===== config.mk =====
export PLATFORM = sky130hd
export DESIGN_NAME = vip_filter_ctrl
export DESIGN_NICKNAME = d
export VERILOG_FILES = /design/src/rtl/vip_filter_ctrl.sv
export SDC_FILE = /design/constraint.sdc
export NUM_CORES = 1
export LEC_CHECK = 0
export BUFFER_PORTS_ARGS = -buffer_cell sky130_fd_sc_hd__buf_2
export CORE_UTILIZATION = 45
export DETAILED_ROUTE_END_ITERATION = 16
export GPL_ROUTABILITY_DRIVEN = 0
export PLACE_DENSITY_LB_ADDON = 0.25
export SETUP_SLACK_MARGIN = 0.1
export SKIP_CTS_REPAIR_TIMING = 1
export SLEW_MARGIN = 20
export SYNTH_ARGS = -nofsm -noshare
export SYNTH_HDL_FRONTEND = slang
export SYNTH_SLANG_ARGS = --single-unit
export TNS_END_PERCENT = 100

===== constraint.sdc =====
create_clock -name clk -period 2.5 [get_ports clk]
set_clock_uncertainty 0.05 [all_clocks]
set_input_delay 0.125 -clock clk [delete_from_list [all_inputs] [get_ports clk]]
set_output_delay 0.125 -clock clk [all_outputs]
set_load 0.02 [all_outputs]

===== src/rtl/vip_filter_ctrl.sv =====
// vip_filter_ctrl: frame-level sequencer for the 3x3 window filters.
// Detects frame start on y_vs, stretches a window-flush reset, latches the
// filter mode at frame boundaries and tracks pixel/line position.
// Optional build macro: VIP_FILTER_CTRL_STAT_EN adds frame_cnt / err_cnt.
module vip_filter_ctrl #(
    parameter int COL     = 640,
    parameter int ROW     = 480,
    parameter int RST_EXT = 4
) (
    input  logic        clk,
    input  logic        rst_n,
    input  logic        y_vs,
    input  logic        y_de,
    input  logic [1:0]  cfg_mode,
    output logic        win_rst_n,
    output logic [1:0]  mode_act,
    output logic [10:0] col_cnt,
    output logic [9:0]  row_cnt,
    output logic        border,
    output logic        frame_done,
    output logic        geo_err,
    output logic        busy
`ifdef VIP_FILTER_CTRL_STAT_EN
    ,
    output logic [15:0] frame_cnt,
    output logic [7:0]  err_cnt
`endif
);

    localparam int             FW         = (RST_EXT > 1) ? $clog2(RST_EXT) : 1;
    localparam logic [FW-1:0]  FLUSH_LOAD = FW'(RST_EXT - 1);
    localparam logic [10:0]    COL_MAX    = 11'(COL);
    localparam logic [10:0]    COL_LAST   = 11'(COL - 1);
    localparam logic [9:0]     ROW_LAST   = 10'(ROW - 1);

    typedef enum logic [1:0] {IDLE, FLUSH, ACTIVE, DONE} state_t;

    state_t        state, state_nx;
    logic          y_vs_q, y_de_q;
    logic [FW-1:0] flush_cnt, flush_cnt_nx;
    logic [1:0]    mode_nx, mode_mapped;
    logic [10:0]   col_nx;
    logic [9:0]    row_nx;
    logic          done_nx, err_ev;
    logic          vs_rise, de_fall;

    assign vs_rise     = y_vs & ~y_vs_q;
    assign de_fall     = y_de_q & ~y_de;
    assign mode_mapped = (cfg_mode == 2'b11) ? 2'b00 : cfg_mode;

    // Border decode is combinational on the current pixel position
    assign border = y_de & (state == ACTIVE) &
                    ((col_cnt == '0) | (col_cnt == COL_LAST) |
                     (row_cnt == '0) | (row_cnt == ROW_LAST));

    // Next-state, counter and error-event decode
    always_comb begin
        state_nx     = state;
        flush_cnt_nx = flush_cnt;
        mode_nx      = mode_act;
        col_nx       = col_cnt;
        row_nx       = row_cnt;
        done_nx      = 1'b0;
        err_ev       = 1'b0;
        case (state)
            IDLE: begin
                if (vs_rise) begin
                    state_nx     = FLUSH;
                    flush_cnt_nx = FLUSH_LOAD;
                    mode_nx      = mode_mapped;
                end
            end
            FLUSH: begin
                if (y_de) err_ev = 1'b1;
                if (vs_rise) begin
                    flush_cnt_nx = FLUSH_LOAD;
                    mode_nx      = mode_mapped;
                end else if (flush_cnt == '0) begin
                    state_nx = ACTIVE;
                end else begin
                    flush_cnt_nx = flush_cnt - 1'b1;
                end
            end
            ACTIVE: begin
                if (vs_rise) begin
                    err_ev       = 1'b1;
                    state_nx     = FLUSH;
                    flush_cnt_nx = FLUSH_LOAD;
                    mode_nx      = mode_mapped;
                    col_nx       = '0;
                    row_nx       = '0;
                end else if (y_de) begin
                    if (col_cnt == COL_MAX) err_ev = 1'b1;
                    else                    col_nx = col_cnt + 1'b1;
                end else if (de_fall) begin
                    if (col_cnt != COL_MAX) err_ev = 1'b1;
                    col_nx = '0;
                    if (row_cnt == ROW_LAST) begin
                        row_nx   = '0;
                        state_nx = DONE;
                        done_nx  = 1'b1;
                    end else begin
                        row_nx = row_cnt + 1'b1;
                    end
                end
            end
            DONE: begin
                col_nx = '0;
                row_nx = '0;
                if (vs_rise) begin
                    state_nx     = FLUSH;
                    flush_cnt_nx = FLUSH_LOAD;
                    mode_nx      = mode_mapped;
                end else begin
                    state_nx = IDLE;
                end
            end
            default: state_nx = IDLE;
        endcase
    end

    // State and registered outputs
    always_ff @(posedge clk) begin
        if (!rst_n) begin
            state      <= IDLE;
            y_vs_q     <= 1'b0;
            y_de_q     <= 1'b0;
            flush_cnt  <= '0;
            win_rst_n  <= 1'b1;
            mode_act   <= 2'b00;
            col_cnt    <= '0;
            row_cnt    <= '0;
            frame_done <= 1'b0;
            geo_err    <= 1'b0;
            busy       <= 1'b0;
        end else begin
            state      <= state_nx;
            y_vs_q     <= y_vs;
            y_de_q     <= y_de;
            flush_cnt  <= flush_cnt_nx;
            win_rst_n  <= (state_nx != FLUSH);
            mode_act   <= mode_nx;
            col_cnt    <= col_nx;
            row_cnt    <= row_nx;
            frame_done <= done_nx;
            geo_err    <= geo_err | err_ev;
            busy       <= (state_nx != IDLE);
        end
    end

`ifdef VIP_FILTER_CTRL_STAT_EN
    // Frame counter wraps; error counter counts every error event and saturates
    always_ff @(posedge clk) begin
        if (!rst_n) begin
            frame_cnt <= '0;
            err_cnt   <= '0;
        end else begin
            if (done_nx)                  frame_cnt <= frame_cnt + 1'b1;
            if (err_ev && (err_cnt != '1)) err_cnt   <= err_cnt + 1'b1;
        end
    end
`endif

endmodule

==> impl_metrics.env, run 1 <==
export IMPL_number_of_nets_still_failing_antenna_checks_after_routing=0
export IMPL_io_buffer_count=33
export IMPL_wl_per_cell_um=12.7
export IMPL_yosys_area_top_type_share_pct=35.8
export IMPL_die_width_um=66.1
export IMPL_grt_pass1_vias=1381
export IMPL_max_freq_mhz=447
export IMPL_place_hpwl_mm=2.80
export IMPL_drt_met1_wl_mm=1.88
export IMPL_synth_async_sr_flop_share_pct=0
export IMPL_clock_latency_ns=0.28
export IMPL_setup_violations_final=0
export IMPL_critical_path_endpoint_type="output pin"
export IMPL_clock_path_buffers=2
export IMPL_core_rowCount=22
export IMPL_diodes=0
export IMPL_global_route_wire_length_before_repair_mm=6.36
export IMPL_routed_wl_met2_mm=1.70
export IMPL_area_growth_pct=14.4
export IMPL_grt_antenna_before_repair=0
export IMPL_die_height_um=66.1
export IMPL_synthesis_area_per_instance_um2=8.51
export IMPL_cts_inserted_buffers=5
export IMPL_timing_max_slew_rel_slack_pct=57.1
export IMPL_final_cell_count_no_fill=298
export IMPL_yosys_register_bits=33
export IMPL_timing_critical_path_from_type="flop"
export IMPL_share_of_layout_cells_above_drive_strength_1_pct=19.2
export IMPL_timing_critical_path_required_ns=2.33
export IMPL_dr_wl_met3_um=176
export IMPL_leakage_nw=0.855
export IMPL_initialDrtViolationCount=147
export IMPL_ys_dominant_reg_cell="sky130_fd_sc_hd__dfxtp_1"
export IMPL_netlist_cell_type_count=50
export IMPL_unrepaired_setup_endpoints_after_global_routing="false"
export IMPL_path_clk_slew_ns=0.06
export IMPL_power_per_cell_area_nw_per_um2=481
export IMPL_syn_instance_count=217
export IMPL_final_period_minus_worst_setup_slack_ns=2.24
export IMPL_route_vias_total=1654
export IMPL_ctsRootBufferMaster="sky130_fd_sc_hd__clkbuf_8"
export IMPL_syn_nets=233
export IMPL_worst_supply_voltage_drop_on_vdd_mv=0.335
export IMPL_worst_endpoint_arrival_ns=2.06
export IMPL_route_final_wire_length_mm=3.78
export IMPL_ctsHtreeMaxLevel=2
export IMPL_worst_path_max_fanout=8
export IMPL_run_status="complete, no violations"
export IMPL_final_hold_viol_count=0
export IMPL_count_of_flip_flops_with_a_built_in_enable_after_synthesis=0
export IMPL_floorplan_initialDensity_pct=48.6
export IMPL_sequential_to_total_area_share_from_yosys_stat_pct=35.8
export IMPL_multi_input_combinational_cell_area_um2=1100
export IMPL_worstMarginPinSlew_ns=0.643
export IMPL_ff2ff_path_depth=7
export IMPL_max_cap_viol_count=0
export IMPL_totalNegativeSetupSlack_ns=0
export IMPL_synth_area_leaders="sky130_fd_sc_hd__dfxtp_1, sky130_fd_sc_hd__ha_1, sky130_fd_sc_hd__nor2_1"
export IMPL_dr_pass1_iters=4
export IMPL_tritoncts_clock_tree="yes"
export IMPL_final_fill_count=362
export IMPL_track_usage_pct=18.9
export IMPL_kind_of_path_behind_the_tightest_hold_check="in2reg"
export IMPL_boundaryPins=34
export IMPL_yosysWarningCount=0
export IMPL_synthDominantAreaCellType="sky130_fd_sc_hd__dfxtp_1"
export IMPL_routed_via_density=5.55
export IMPL_grt_remaining_overflow=0
export IMPL_min_path_cells=2
export IMPL_place_detailed_instances=290
export IMPL_final_min_period_over_clock_period_pct=89.4
export IMPL_synthesized_area_um2=1850
export IMPL_most_common_cell_in_the_synthesized_netlist="sky130_fd_sc_hd__dfxtp_1"
export IMPL_critical_path_class="reg2out"
export IMPL_design_die_area_um2=4360
export IMPL_maxSlewViolCount=0
export IMPL_place_area_um2=2030
export IMPL_netlist_top_cells_count="sky130_fd_sc_hd__dfxtp_1, sky130_fd_sc_hd__nor2_1, sky130_fd_sc_hd__nand2_1, sky130_fd_sc_hd__a21oi_1, sky130_fd_sc_hd__inv_1"
export IMPL_dr_max_layer_used="met4"
export IMPL_final_nets=265
export IMPL_finish_instance_area_um2=2110
export IMPL_remaining_drc_errors=0
export IMPL_clock_sink_count=33
export IMPL_core_um2=3800
export IMPL_grt_max_degree=18
export IMPL_reg_area_um2=661
## worst paths after layout
path / startpoint / to / slack [ns]
worst max-delay path: row_cnt[0] / border / 0.26
worst min-delay path: y_vs / y_vs_q / 0.03
worst max register to register: state[0] / col_cnt[6] / 0.33
worst min register to register: mode_act[1] / mode_act[1] / 0.40
## cell type report
| class | instances | share of cell area (%) |
|---|---|---|
| Multi-Input combinational cell | 164 | 52.0 |
| Clock buffer | 8 | 3.79 |
| Sequential cell | 33 | 31.3 |
| Timing Repair Buffer | 34 | 8.17 |
| Tap cell | 48 | 2.84 |
| Inverter | 11 | 1.95 |
## per-layer routing
metal / track usage [%] / up-vias
met1: 25.8 / 772
met4: 6.65 / 0
met2: 29.1 / 37
met5: 0 / -
met3: 4.14 / 2
li1: - / 843
## registers in the layout, summed over array words and instances (netlist names)
name / cells
win_rst_n: 1
busy: 1
col_cnt: 11
frame_done: 1
state: 2
y_vs_q: 1
mode_act: 2
flush_cnt: 2
y_de_q: 1
geo_err: 1
row_cnt: 10
## cells by family after synthesis
kind of cell | Yosys count | share of synthesized area [%]
fa+ha+maj | 10 | 6.78
buf+inv | 20 | 4.74
simple gates | 96 | 29.4
flops | 33 | 35.8
compound gates | 45 | 17.1
xor+xnor | 12 | 5.69
mux | 1 | 0.542
## cells in the final DEF, fill, tap and decap left out, types with 2 or more instances in the layout
cell	instances
sky130_fd_sc_hd__or3_1	5
sky130_fd_sc_hd__o31ai_1	2
sky130_fd_sc_hd__nand2_1	18
sky130_fd_sc_hd__inv_1	11
sky130_fd_sc_hd__dfxtp_1	33
sky130_fd_sc_hd__a21oi_1	16
sky130_fd_sc_hd__buf_2	33
sky130_fd_sc_hd__o21ai_1	3
sky130_fd_sc_hd__o22ai_1	2
sky130_fd_sc_hd__xor2_1	9
sky130_fd_sc_hd__a31oi_1	3
sky130_fd_sc_hd__nor2b_1	5
sky130_fd_sc_hd__or4_1	2
sky130_fd_sc_hd__clkbuf_8	5
sky130_fd_sc_hd__nor3_1	3
sky130_fd_sc_hd__nand4_1	7
sky130_fd_sc_hd__o21ai_0	4
sky130_fd_sc_hd__nor4bb_1	2
sky130_fd_sc_hd__nand2b_1	2
sky130_fd_sc_hd__nand3_1	10
sky130_fd_sc_hd__and4_1	2
sky130_fd_sc_hd__or3b_1	2
sky130_fd_sc_hd__and3_1	3
sky130_fd_sc_hd__ha_1	10
sky130_fd_sc_hd__a311oi_1	2
sky130_fd_sc_hd__xnor2_1	3
sky130_fd_sc_hd__and2_1	3
sky130_fd_sc_hd__nor4_1	3
sky130_fd_sc_hd__clkbuf_1	3
sky130_fd_sc_hd__a211oi_1	2
sky130_fd_sc_hd__nor2_1	22
## through the flow
stage,utilization (%),worst slack [ns],total power [mW],hold slack [ns]
floorplan,-,0.606,0.631,0.197
global placement,53.5,0.430,0.652,0.312
detailed placement,53.5,0.340,0.652,0.316
CTS,55.6,0.247,1.03,0.0306
global route,55.6,0.178,1.07,0.0387
finish,55.6,0.265,1.02,0.0314
## worst max-delay path, cell delays in order, from the launching register on
cell	delay (ns)
sky130_fd_sc_hd__dfxtp_1	0.39
sky130_fd_sc_hd__inv_1	0.09
sky130_fd_sc_hd__ha_1	0.14
sky130_fd_sc_hd__or4b_2	0.57
sky130_fd_sc_hd__nor3_1	0.25
sky130_fd_sc_hd__o311a_1	0.19
sky130_fd_sc_hd__buf_2	0.16
## report_power, final
group / leakage [nW] / internal, mW / switching [mW]
clock network: 0.0395 / 0.198 / 0.178
logic: 0.548 / 0.0344 / 0.0616
registers: 0.268 / 0.538 / 0.00679
total: 0.855 / 0.770 / 0.246
Note: power is estimated with default switching activity, not from simulation.
==> inputs of run 2 (changes only) <==
--- a/config.mk
+++ b/config.mk
@@ -7,4 +7,5 @@
 export LEC_CHECK = 0
 export BUFFER_PORTS_ARGS = -buffer_cell sky130_fd_sc_hd__buf_2
+export CORE_MARGIN = 1.5
 export CORE_UTILIZATION = 45
 export DETAILED_ROUTE_END_ITERATION = 16
==> constraint.sdc (replaced) <==
create_clock -name clk -period 2.5 [get_ports clk]
set_clock_uncertainty 0.05 [all_clocks]
set_input_delay 0.25 -clock clk [delete_from_list [all_inputs] [get_ports clk]]
set_output_delay 0.25 -clock clk [all_outputs]
set_load 0.02 [all_outputs]
==> run 2 against run 1 <==
Against the previous run: cell count grew 0.67%; sequential share of layout area shrank 0.26 points; critical endpoint unchanged; clock power grew 3%; setup slack worse by 0.042 ns; die area grew 3.1%; first-iteration DRC count decreased by 27%; core utilization fell by 2.0 points; via count grew 0.36%; clock-buffer cell count shrank 2; highest routed layer unchanged; critical path type unchanged; sequential power about the same.
==> impl_metrics.env, run 2 (same netlist as run 1, synthesis figures left out) <==
export IMPL_placement_setup_worst_slack_ns=0.343
export IMPL_timing_critical_path_from_type="flop"
export IMPL_remaining_drc_errors=0
export IMPL_floorplan_initialDensity_pct=46.5
export IMPL_unrepaired_setup_endpoints_after_global_routing="false"
export IMPL_final_cell_count_no_fill=300
export IMPL_drt_met1_wl_mm=1.85
export IMPL_critical_path_class="reg2out"
export IMPL_p_sw_mw=0.261
export IMPL_die_width_um=67.1
export IMPL_path_clk_slew_ns=0.06
export IMPL_pwr_share_comb_pct=9.4
export IMPL_dr_wl_met3_um=209
export IMPL_grt_antenna_before_repair=0
export IMPL_worstMarginPinSlew_ns=0.653
export IMPL_leakage_nw=0.864
export IMPL_dr_pass1_iters=4
export IMPL_tritoncts_clock_tree="yes"
export IMPL_boundaryPins=34
export IMPL_worst_path_max_fanout=8
export IMPL_clock_path_buffers=2
export IMPL_p_sw_share_pct=25.5
export IMPL_core_rowCount=23
export IMPL_route_final_wire_length_mm=3.86
export IMPL_critical_path_endpoint_type="output pin"
export IMPL_number_of_nets_still_failing_antenna_checks_after_routing=0
export IMPL_initialDrtViolationCount=108
export IMPL_track_usage_pct=19.1
export IMPL_kind_of_path_behind_the_tightest_hold_check="in2reg"
export IMPL_share_seq_of_total_power_pct=53.1
export IMPL_final_period_minus_worst_setup_slack_ns=2.28
export IMPL_regMostFlops="col_cnt"
export IMPL_setup_ws_ns=0.223
export IMPL_ctsRootBufferMaster="sky130_fd_sc_hd__clkbuf_8"
export IMPL_timing_critical_path_required_ns=2.20
export IMPL_maxSlewViolCount=0
export IMPL_global_route_wire_length_before_repair_mm=6.35
export IMPL_power_per_cell_area_nw_per_um2=482
export IMPL_share_of_layout_cells_above_drive_strength_1_pct=20.8
export IMPL_route_vias_total=1660
export IMPL_io_buffer_count=33
export IMPL_clkPwrFrac_pct=37.5
export IMPL_finish_instance_area_um2=2130
export IMPL_wl_per_cell_um=12.9
export IMPL_place_detailed_instances=292
export IMPL_final_fill_count=392
export IMPL_totalNegativeSetupSlack_ns=0
export IMPL_core_um2=3970
export IMPL_run_status="complete, no violations"
export IMPL_routed_wl_met2_mm=1.73
export IMPL_worst_endpoint_arrival_ns=1.98
export IMPL_grt_remaining_overflow=0
export IMPL_final_nets=265
export IMPL_cts_inserted_buffers=5
export IMPL_grt_max_degree=18
export IMPL_hold_ws_ns=0.148
export IMPL_layout_top_registers="col_cnt (11), row_cnt (10)"
export IMPL_final_min_period_over_clock_period_pct=91.1
export IMPL_most_common_layout_cells="sky130_fd_sc_hd__dfxtp_1, sky130_fd_sc_hd__buf_2, sky130_fd_sc_hd__nor2_1, sky130_fd_sc_hd__nand2_1, sky130_fd_sc_hd__a21oi_1"
export IMPL_dr_max_layer_used="met4"
export IMPL_place_area_um2=2040
export IMPL_setup_violations_final=0
export IMPL_ctsHtreeMaxLevel=2
export IMPL_max_cap_viol_count=0
export IMPL_place_hpwl_mm=2.82
export IMPL_routed_via_density=5.53
export IMPL_area_growth_pct=15.4
export IMPL_internal_power_mw=0.765
export IMPL_clock_latency_ns=0.29
export IMPL_die_height_um=67.1
export IMPL_timing_max_slew_rel_slack_pct=56.4
export IMPL_design_die_area_um2=4500
export IMPL_diodes=0
export IMPL_totalPowerFinal_mw=1.03
export IMPL_clock_sink_count=33
export IMPL_worst_supply_voltage_drop_on_vdd_mv=0.332
export IMPL_final_hold_viol_count=0
export IMPL_max_freq_mhz=439
export IMPL_grt_pass1_vias=1401
export IMPL_largest_register_ffs=11
export IMPL_finish_utilization_pct=53.7
==> run 2: cell count changes in the layout (fill, tap and decap cells not counted), sizes merged <==
cell    change
clkbuf      -2
clkinv      +2
==> run 2: power by group through the flow <==
stage / combinational (mW) / sequential [mW] / clock (mW)
after floorplan: 0.0685 / 0.562 / 0
after global placement: 0.0956 / 0.556 / 0
after detailed placement: 0.0960 / 0.557 / 0
after CTS: 0.0964 / 0.545 / 0.397
after global routing: 0.109 / 0.546 / 0.422
final: 0.0962 / 0.545 / 0.385
==> run 2: final timing paths <==
check | startpoint | end | slack [ns] | cells after the start
min reg2reg | mode_act[1] | mode_act[1] | 0.41 | 2
max reg2reg | state[0] | col_cnt[6] | 0.34 | 7
max | row_cnt[0] | border | 0.22 | 6
min | y_vs | y_vs_q | 0.15 | 2
==> run 2: final cells by class <==
type,instances,area [µm²],share of cell area [%]
clock buffers,6,72.6,3.41
clock inverters,2,10.0,0.470
inverters,11,41.3,1.94
multi-input cells,164,1110,52.1
flip-flops and latches,33,661,31.0
well taps,50,62.6,2.94
repair buffers,34,173,8.10
==> run 2: critical path, cell delays in order, from the launching register on <==
cell and delay [ns]:
sky130_fd_sc_hd__dfxtp_1 0.38, sky130_fd_sc_hd__inv_1 0.08, sky130_fd_sc_hd__ha_1 0.13, sky130_fd_sc_hd__or4b_2 0.57, sky130_fd_sc_hd__nor3_1 0.19, sky130_fd_sc_hd__o311a_1 0.17, sky130_fd_sc_hd__buf_2 0.16
==> run 2: per-layer routing <==
| metal | global-route usage (%) | vias up |
|---|---|---|
| li1 | - | 840 |
| met1 | 24.7 | 774 |
| met2 | 29.0 | 39 |
| met3 | 5.74 | 7 |
| met4 | 8.42 | 0 |
| met5 | 0 | - |
==> inputs of run 3 (changes only) <==
CORE_ASPECT_RATIO = 0.75   (was unset)
==> run 3 against run 2 <==
Against the previous run: cell area is 1.1% higher; sequential cell count unchanged; core utilization increased by 3.0 points; die area hardly changed; sequential share of layout area is 0.23 points lower; power up 6.4%; critical path type unchanged; largest power group unchanged.
==> impl_metrics.env, run 3 (same netlist as run 1, synthesis figures left out) <==
export IMPL_grt_pass1_vias=1386
export IMPL_worst_endpoint_arrival_ns=1.98
export IMPL_max_freq_mhz=439
export IMPL_timing_max_slew_rel_slack_pct=57.6
export IMPL_run_status="complete, no violations"
export IMPL_hold_path_startpoint="y_vs"
export IMPL_route_vias_total=1697
export IMPL_die_height_um=58.5
export IMPL_most_common_layout_cells="sky130_fd_sc_hd__buf_2, sky130_fd_sc_hd__dfxtp_1, sky130_fd_sc_hd__nor2_1, sky130_fd_sc_hd__nand2_1, sky130_fd_sc_hd__a21oi_1"
export IMPL_ff2ff_path_depth=7
export IMPL_final_min_period_over_clock_period_pct=91.2
export IMPL_clock_sink_count=33
export IMPL_initialDrtViolationCount=132
export IMPL_totalPowerFinal_mw=1.09
export IMPL_timing_rr_end="col_cnt[6]"
export IMPL_core_rowCount=19
export IMPL_final_nets=265
export IMPL_regMostFlops="col_cnt"
export IMPL_power_per_cell_area_nw_per_um2=507
export IMPL_global_route_wire_length_before_repair_mm=6.69
export IMPL_area_growth_pct=16.7
export IMPL_layout_cells_most_common="sky130_fd_sc_hd__buf_2"
export IMPL_kind_of_path_behind_the_tightest_hold_check="in2reg"
export IMPL_critical_path_class="reg2out"
export IMPL_timing_critical_path_required_ns=2.20
export IMPL_worst_supply_voltage_drop_on_vdd_mv=0.459
export IMPL_min_path_cells=2
export IMPL_drt_met1_wl_mm=2.14
export IMPL_grt_max_degree=18
export IMPL_totalNegativeSetupSlack_ns=0
export IMPL_worst_path_max_fanout=8
export IMPL_worstMarginPinSlew_ns=0.635
export IMPL_reg2reg_setup_slack_ns=0.28
export IMPL_remaining_drc_errors=0
export IMPL_r2r_start="state[0]"
export IMPL_die_width_um=77.0
export IMPL_ctsRootBufferMaster="sky130_fd_sc_hd__clkbuf_8"
export IMPL_finish_utilization_pct=56.6
export IMPL_routed_wl_met2_mm=1.73
export IMPL_place_area_um2=2040
export IMPL_grt_remaining_overflow=0
export IMPL_min_to="y_vs_q"
export IMPL_finish_instance_area_um2=2150
export IMPL_critical_path_endpoint_type="output pin"
export IMPL_hold_ws_ns=0.147
export IMPL_path_clk_slew_ns=0.07
export IMPL_routed_via_density=5.62
export IMPL_tritoncts_clock_tree="yes"
export IMPL_dr_max_layer_used="met4"
export IMPL_grt_antenna_before_repair=0
export IMPL_unrepaired_setup_endpoints_after_global_routing="false"
export IMPL_multi_input_combinational_cell_area_um2=1110
export IMPL_share_of_layout_cells_above_drive_strength_1_pct=22.0
export IMPL_maxSlewViolCount=0
export IMPL_reg_area_um2=663
export IMPL_diodes=0
export IMPL_boundaryPins=34
export IMPL_largest_register_ffs=11
export IMPL_clock_latency_ns=0.29
export IMPL_cts_inserted_buffers=5
export IMPL_setup_violations_final=0
export IMPL_dr_pass1_iters=4
export IMPL_layout_top_registers="col_cnt (11), row_cnt (10)"
export IMPL_io_buffer_count=33
export IMPL_leakage_nw=0.874
export IMPL_final_period_minus_worst_setup_slack_ns=2.28
export IMPL_core_um2=3800
export IMPL_design_die_area_um2=4500
export IMPL_max_cap_viol_count=0
export IMPL_clock_path_buffers=2
export IMPL_final_fill_count=359
export IMPL_number_of_nets_still_failing_antenna_checks_after_routing=0
export IMPL_final_hold_viol_count=0
export IMPL_route_final_wire_length_mm=4.14
export IMPL_ctsHtreeMaxLevel=2
export IMPL_place_hpwl_mm=2.99
export IMPL_floorplan_initialDensity_pct=48.6
export IMPL_track_usage_pct=19.1
export IMPL_wl_per_cell_um=13.7
export IMPL_dr_wl_met3_um=205
export IMPL_timing_critical_path_from_type="flop"
[run 3: changes by cell type in the layout (fill, tap and decap cells not counted), sizes merged]
cell / previous run / this run
clkbuf: 6 / 7
clkinv: 2 / 1
[run 3: worst max-delay path by stage]
stage          startpoint    endpoint  slack (ns)  depth (start not counted)
2_1_floorplan  row_cnt[0]      border        0.56                          5
3_3_place_gp     state[0]  col_cnt[6]        0.42                          7
3_5_place_dp     state[0]  col_cnt[6]        0.31                          7
4_1_cts        row_cnt[0]      border        0.16                          6
5_1_grt          state[0]  col_cnt[6]        0.11                          7
6_report       row_cnt[0]      border        0.22                          6
[run 3: worst max-delay path: stages (launching register included)]
cell                      delay (ns)
sky130_fd_sc_hd__dfxtp_2        0.36
sky130_fd_sc_hd__inv_1          0.06
sky130_fd_sc_hd__ha_1           0.14
sky130_fd_sc_hd__or4b_2         0.58
sky130_fd_sc_hd__nor3_1         0.19
sky130_fd_sc_hd__o311a_1        0.18
sky130_fd_sc_hd__buf_2          0.17
[run 3: stage by stage]
| stage | setup slack [ns] | std cells |
|---|---|---|
| final | 0.221 | 302 |
| after global routing | 0.113 | 302 |
| after CTS | 0.162 | 302 |
| after detailed placement | 0.313 | 294 |
| after global placement | 0.424 | 294 |
| after floorplan | 0.557 | 217 |
[run 3: area by class of cell]
cell class	instances	area share (%)
multi-input combinational	164	51.6
sequential	33	30.8
timing repair buffer	34	8.01
clock buffer	7	4.47
tap	52	3.02
inverter	11	1.92
clock inverter	1	0.232
[run 3: layer usage]
metal  GRT usage, %  up-vias
met3           4.81        5
met4           8.57        0
met5              0        -
met2           27.9       40
li1               -      844
met1           26.8      808
[run 3: power by group]
group	leakage (nW)	internal [mW]	total, mW	switching, mW
Sequential	0.269	0.538	0.545	0.00725
Clock	0.0542	0.249	0.449	0.201
Combinational	0.551	0.0348	0.0979	0.0631
Total	0.874	0.821	1.09	0.271
